File: src/rtl/wallace_pkg.sv
// rtl/wallace_pkg.sv - shared constants and types for the Wallace multiplier MAC path
// Product width matches the 4x4 multiplier output; the MAC stage FSM states live here too.
package wallace_pkg;

   localparam int PROD_W = 8;

   typedef enum logic {
      ACCUM = 1'b0,
      HOLD  = 1'b1
   } mac_state_t;

endpackage

File: src/rtl/wallace_mac_accum.sv
// rtl/wallace_mac_accum.sv - sums groups of N_TERMS products and hands each sum downstream
// Input stalls while a finished sum waits; handshake outputs decode registered state only.
module wallace_mac_accum #(
   parameter int PROD_W  = wallace_pkg::PROD_W,
   parameter int N_TERMS = 4,
   parameter int ACC_W   = 10,
   localparam int CNT_W  = $clog2(N_TERMS) + 1
) (
   input  logic              clk,
   input  logic              rst_n,
   input  logic              clear,
   input  logic [PROD_W-1:0] prod_in,
   input  logic              prod_valid,
   output logic              prod_ready,
   output logic [ACC_W-1:0]  acc_out,
   output logic              acc_valid,
   input  logic              acc_ready,
   output logic [CNT_W-1:0]  term_cnt
);

   import wallace_pkg::*;

   if (N_TERMS < 2) begin : g_bad_terms
      $error("wallace_mac_accum: N_TERMS must be at least 2");
   end
   if (ACC_W < PROD_W + $clog2(N_TERMS)) begin : g_bad_width
      $error("wallace_mac_accum: ACC_W too narrow for N_TERMS products");
   end

   localparam logic [CNT_W-1:0] LAST_TERM = CNT_W'(N_TERMS - 1);

   mac_state_t       state_q, state_d;
   logic [ACC_W-1:0] acc_q, acc_d;
   logic [ACC_W-1:0] acc_out_q, acc_out_d;
   logic [CNT_W-1:0] cnt_q, cnt_d;
   logic [ACC_W-1:0] sum;

   assign sum = acc_q + ACC_W'(prod_in);

   always_comb begin
      state_d   = state_q;
      acc_d     = acc_q;
      acc_out_d = acc_out_q;
      cnt_d     = cnt_q;
      if (clear) begin
         // A pending result and any product offered this cycle are both dropped.
         state_d = ACCUM;
         acc_d   = '0;
         cnt_d   = '0;
      end else begin
         case (state_q)
            ACCUM: begin
               if (prod_valid) begin
                  if (cnt_q == LAST_TERM) begin
                     acc_out_d = sum;
                     acc_d     = '0;
                     cnt_d     = '0;
                     state_d   = HOLD;
                  end else begin
                     acc_d = sum;
                     cnt_d = cnt_q + CNT_W'(1);
                  end
               end
            end
            HOLD: begin
               if (acc_ready) begin
                  state_d = ACCUM;
               end
            end
            default: state_d = ACCUM;
         endcase
      end
   end

   always_ff @(posedge clk or negedge rst_n) begin
      if (!rst_n) begin
         state_q   <= ACCUM;
         acc_q     <= '0;
         acc_out_q <= '0;
         cnt_q     <= '0;
      end else begin
         state_q   <= state_d;
         acc_q     <= acc_d;
         acc_out_q <= acc_out_d;
         cnt_q     <= cnt_d;
      end
   end

   assign prod_ready = (state_q == ACCUM);
   assign acc_valid  = (state_q == HOLD);
   assign acc_out    = acc_out_q;
   assign term_cnt   = cnt_q;

endmodule

File: config.mk
export PLATFORM = sky130hd
export DESIGN_NAME = wallace_mac_accum
export DESIGN_NICKNAME = d
export VERILOG_FILES = /design/src/rtl/wallace_pkg.sv /design/src/rtl/wallace_mac_accum.sv
export SDC_FILE = /design/constraint.sdc
export NUM_CORES = 1
export LEC_CHECK = 0
export BUFFER_PORTS_ARGS = -buffer_cell sky130_fd_sc_hd__clkbuf_2
export CORE_ASPECT_RATIO = 1.5
export CORE_UTILIZATION = 57
export CTS_BUF_LIST = sky130_fd_sc_hd__clkbuf_16
export DETAILED_ROUTE_END_ITERATION = 10
export PLACE_DENSITY_LB_ADDON = 0.1
export SKIP_CTS_REPAIR_TIMING = 1
export SLEW_MARGIN = 0
export SYNTH_ARGS = -nofsm -noshare
export SYNTH_HDL_FRONTEND = slang
export SYNTH_SLANG_ARGS = --single-unit
File: constraint.sdc
create_clock -name clk -period 5.5 [get_ports clk]
set_clock_uncertainty 0.15 [all_clocks]
set_input_delay 0.825 -clock clk [delete_from_list [all_inputs] [get_ports clk]]
set_output_delay 0.825 -clock clk [all_outputs]
set_load 0.05 [all_outputs]
Word level (Yosys, flattened, before mapping):

Index checks and enable logic that the tools add are counted.
Widths: inputs -> output; s select.

* register bits after elaboration: 24
* output and inout port bits: 15
* word-level logic and storage cells: 26
* input bits: 13

* equal/unequal tests: 2
* bitwise logic cells: 2
* reductions and logical operators: 3
* muxes and demuxes: 13
* add/subtract/negate cells: 2

Operators by type and width (count)
* $mux 10: 4
* $mux 3: 4
* $add 10x8->10: 1
* $mux 1: 4
* $reduce_and 4->1: 1
* $add 3x1->3 const B: 1
* $eq 3x2->1 const B: 1
* $ne 2x2->1 const B: 1
* $not 1->1: 2
* $pmux 1 s2: 1
* $reduce_and 2->1: 1
* $reduce_bool 2->1: 1

Depth between registers and ports, before layout:

* word-level depth: 5
* mapped depth: 8
* depth with buffers taken out: 8

Least setup slack after synthesis:

No wires, ideal clock.

* kind: input -> register
* from: input prod_in[0]
* to: register acc_out_q[6] (netlist: acc_out[6])
* setup slack: 2950 ps
* data required time: 5225 ps
* stages: 8
* setup time: 125 ps
* arrival time: 2275 ps
* buffers on the path: 0
* cells stage by stage: ha_1 > inv_1 > fa_1 > nor2b_4 > o31a_1 > o22ai_1 > xnor2_1 > mux2_2

* longest elaborated chain between the ends: 1

RTL lines
* start, declared: RTL line wallace_mac_accum.sv:12 `input logic [PROD_W-1:0] prod_in,`
* $add 10x8->10: RTL line wallace_mac_accum.sv:38 `assign sum = acc_q + ACC_W'(prod_in);`
* end signal, assigned: RTL line wallace_mac_accum.sv:84 `acc_out_q <= acc_out_d;`
* end, declared: RTL line wallace_mac_accum.sv:34 `logic [ACC_W-1:0] acc_out_q, acc_out_d;`

No other way between the ends.
A chain may end at the register's enable or synchronous reset.

Final worst setup path:

Same ends and word-level chain as after synthesis.

==> metrics.log <==
[metrics] status: complete, no violations
[metrics] transition time of the tightest slew-check pin: 797 ps
[metrics] commonest cells in the synthesized netlist: 24 x dfrtp_1, 10 x nand2_1, 9 x ha_1
[metrics] Final TNS setup: 0 ps
[metrics] Post-Synthesis Net Count: 141
[metrics] hold path cells: 2
[metrics] TritonCTS Sinks: 24
[metrics] worst-case register-to-register setup slack: 3230 ps
[metrics] Synth Flop Type: dfrtp_1
[metrics] Die Outline Area: 2510 um2
[metrics] post-route antenna net violation count: 0
[metrics] Seq/Total Area, Yosys: 0.455
[metrics] post-synthesis cell count: 118
[metrics] async set-reset flop share out of synthesis: 1.00
[metrics] Layout Nets: 171
[metrics] Die Y: 60.9 um
[metrics] final worst-path setup slack: 2950 ps
[metrics] clock insertion delay at the later pin of the skew report: 260 ps
[metrics] area growth from synthesis to layout: 19.4%
[metrics] wire length of the first global-routing pass: 3860 um
[metrics] wire length after detailed routing: 2530 um
[metrics] startpoint of the most critical hold path: acc_out[1]$_DFFE_PN0P_
[metrics] DPL Wire Length: 1910 um
[metrics] fraction of final layout cells with drive strength greater than 1: 0.299
[metrics] number of enable flip-flop cells after synthesis: 0
[metrics] reported leakage power: 0.804 nW
[metrics] Max Root-Sink Buffers: 2
[metrics] die outline width: 41.3 um
[metrics] Worst Setup End Kind: flip-flop
[metrics] met3 wirelength from detailed routing: 58 um
[metrics] post-synthesis instance area: 1320 um2
[metrics] Placement Rows: 21
[metrics] final setup fails: 0
[metrics] IR Drop Worst-Case VDD: 0.227 mV
[metrics] total of flip-flops plus latches after synthesis: 24
[metrics] synth unique cells: 37
[metrics] share of the synthesized area in the top cell type: 0.455
[metrics] cell area power density: 379 nW/um2
[metrics] WS Path Type: primary input to flip-flop
[metrics] effective utilization at floorplan: 0.598
[metrics] aggregate global routing overflow: 0
[metrics] Met1 Routed Length: 1090 um
[metrics] Crit Reg-Reg Endpoint: acc_out[6]$_DFFE_PN0P_
[metrics] number of levels in the clock H-tree: 1
[metrics] Max Cap Violations: 0
[metrics] number of global-route vias before repair: 898
[metrics] period utilization: 0.464
[metrics] Hold Path Class: flip-flop to flip-flop
[metrics] kind of start point of the critical path: primary input
[metrics] gpl congestion: 0.762
[metrics] ports placed on the boundary: 28
[metrics] highest metal layer with signal wires: met4
[metrics] YS warnings: 0
[metrics] hold violation count in the final report: 0
[metrics] destination of the worst hold path: acc_out[1]$_DFFE_PN0P_
[metrics] Max-Slew Margin vs Limit: 0.466
[metrics] launch point of the critical path: prod_in[0]
[metrics] worst setup timing slack at the placement stage: 2700 ps
[metrics] synth top area cells: dfrtp_1 46%, ha_1 8.5%, mux2_2 6.0%, a22o_1 4.6%, xnor2_1 3.3%
[metrics] number of input and output port buffers inserted: 27
[metrics] post-synthesis average cell area: 11.2 um2
[metrics] Worst R2R Start: acc_q[0]$_DFFE_PN0P_
[metrics] Iter 0 DRT Violations: 22
[metrics] aggregate global-route resource usage: 0.230
[metrics] clock tree root driver cell: clkbuf_16
[metrics] worst r2r path cells: 8
[metrics] antenna diode count: 0
[metrics] crit-path max FO: 3
[metrics] per-cell routed wire length: 14.9 um
[metrics] most frequent cell after synthesis: dfrtp_1
[metrics] Final Util: 0.714
[metrics] arrival time reported for the critical path endpoint: 2550 ps
[metrics] TritonCTS clock tree: done
[metrics] number of vias after detailed routing: 975
[metrics] DR DRC count: 0
[metrics] unrepaired setup endpoints after global routing: no
[metrics] maximum number of pins on one net before global-route repair: 25
[metrics] post-CTS clock slew at the launch and capture registers of the worst setup and hold paths: 60 ps
[metrics] number of antenna violations at the first check in global routing: 0
[metrics] highest clock frequency the design can meet: 392 MHz
[metrics] router iterations before antenna repair: 4
[metrics] clock buffer count from CTS: 3
[metrics] Crit path required time: 5490 ps
[metrics] Synth area leader: dfrtp_1
[metrics] Slew Limit Fails: 0
[metrics] Met2 Wirelength: 1340 um
[metrics] via density per instance: 5.74
[metrics] Final min period: 2550 ps
[metrics] Core Footprint: 2210 um2
[report_power, final]
group	total [mW]	switching (mW)	internal (mW)
sequential	0.212	0.0124	0.199
clock	0.206	0.0609	0.145
combinational	0.180	0.116	0.0639
total	0.597	0.189	0.408
[cell type report]
class                   instances  area [um2]
inverters                       6        22.5
clock buffers                   3        75.1
repair buffers                 28         143
multi-input cells              85         676
fillers                       168         632
clock inverters                 1        30.0
well taps                      23        28.8
flip-flops and latches         24         601
[layer usage]
metal,GRT usage,vias up
met5,0,-
met4,0.0968,0
met3,0.0330,5
met2,0.397,18
met1,0.269,463
li1,-,489
[worst max path at each step]
stage                             end  slack, ps  cells past startpoint
3_3_place_gp   acc_out[6]$_DFFE_PN0P_       2810                      9
2_1_floorplan  acc_out[6]$_DFFE_PN0P_       2950                      8
5_1_grt        acc_out[6]$_DFFE_PN0P_       2900                      9
4_1_cts        acc_out[6]$_DFFE_PN0P_       2960                      9
3_5_place_dp   acc_out[6]$_DFFE_PN0P_       2700                      9
6_report       acc_out[6]$_DFFE_PN0P_       2950                      9
[logic make-up (layout without fill, tap and decap cells)]
logic type	after synthesis	count (layout)	share of synthesized area
AO/OA/AOI/OAI	36	36	0.203
buffers and inverters	9	38	0.0322
flip-flops	24	24	0.455
multiplexers	8	8	0.0674
XOR/XNOR	7	7	0.0465
adder cells (fa/ha/maj)	10	10	0.101
AND/OR/NAND/NOR	24	24	0.0949
[sequential cells by signal (all words and copies together), names as in the netlist]
register and flops:
acc_q 10, term_cnt 3, acc_valid 1, acc_out 10
[cell usage in the layout, fill, tap and decap left out, types with 2 or more instances in the layout]
master,instances
dfrtp_1,24
mux2_2,7
a211oi_1,2
a22o_1,7
o22ai_1,2
nor2b_1,2
a21o_1,2
ha_1,9
xor2_1,2
nor2_1,4
inv_1,6
o21ai_0,5
a21oi_1,6
xnor2_1,5
clkbuf_2,27
nand2_1,10
o21ai_1,3
nand2b_1,2
clkbuf_16,3
[worst max-delay path, cell delays in order]
cell and delay, ps:
clkbuf_2 90, ha_1 180, inv_1 70, fa_1 440
nor2b_4 150, o31a_1 230, o22ai_1 150, xnor2_1 160
mux2_2 260
[per-stage QoR]
stage          hold WS (ps)  power (mW)  cells  area (um2)
6_report                330       0.597    170        1580
5_1_grt                 373       0.622    170        1580
4_1_cts                 334       0.601    170        1580
3_5_place_dp            320       0.395    166        1470
3_3_place_gp            315       0.391    166        1470
2_1_floorplan           297       0.352    118        1320
No activity file was read; power rests on OpenSTA's default activity.
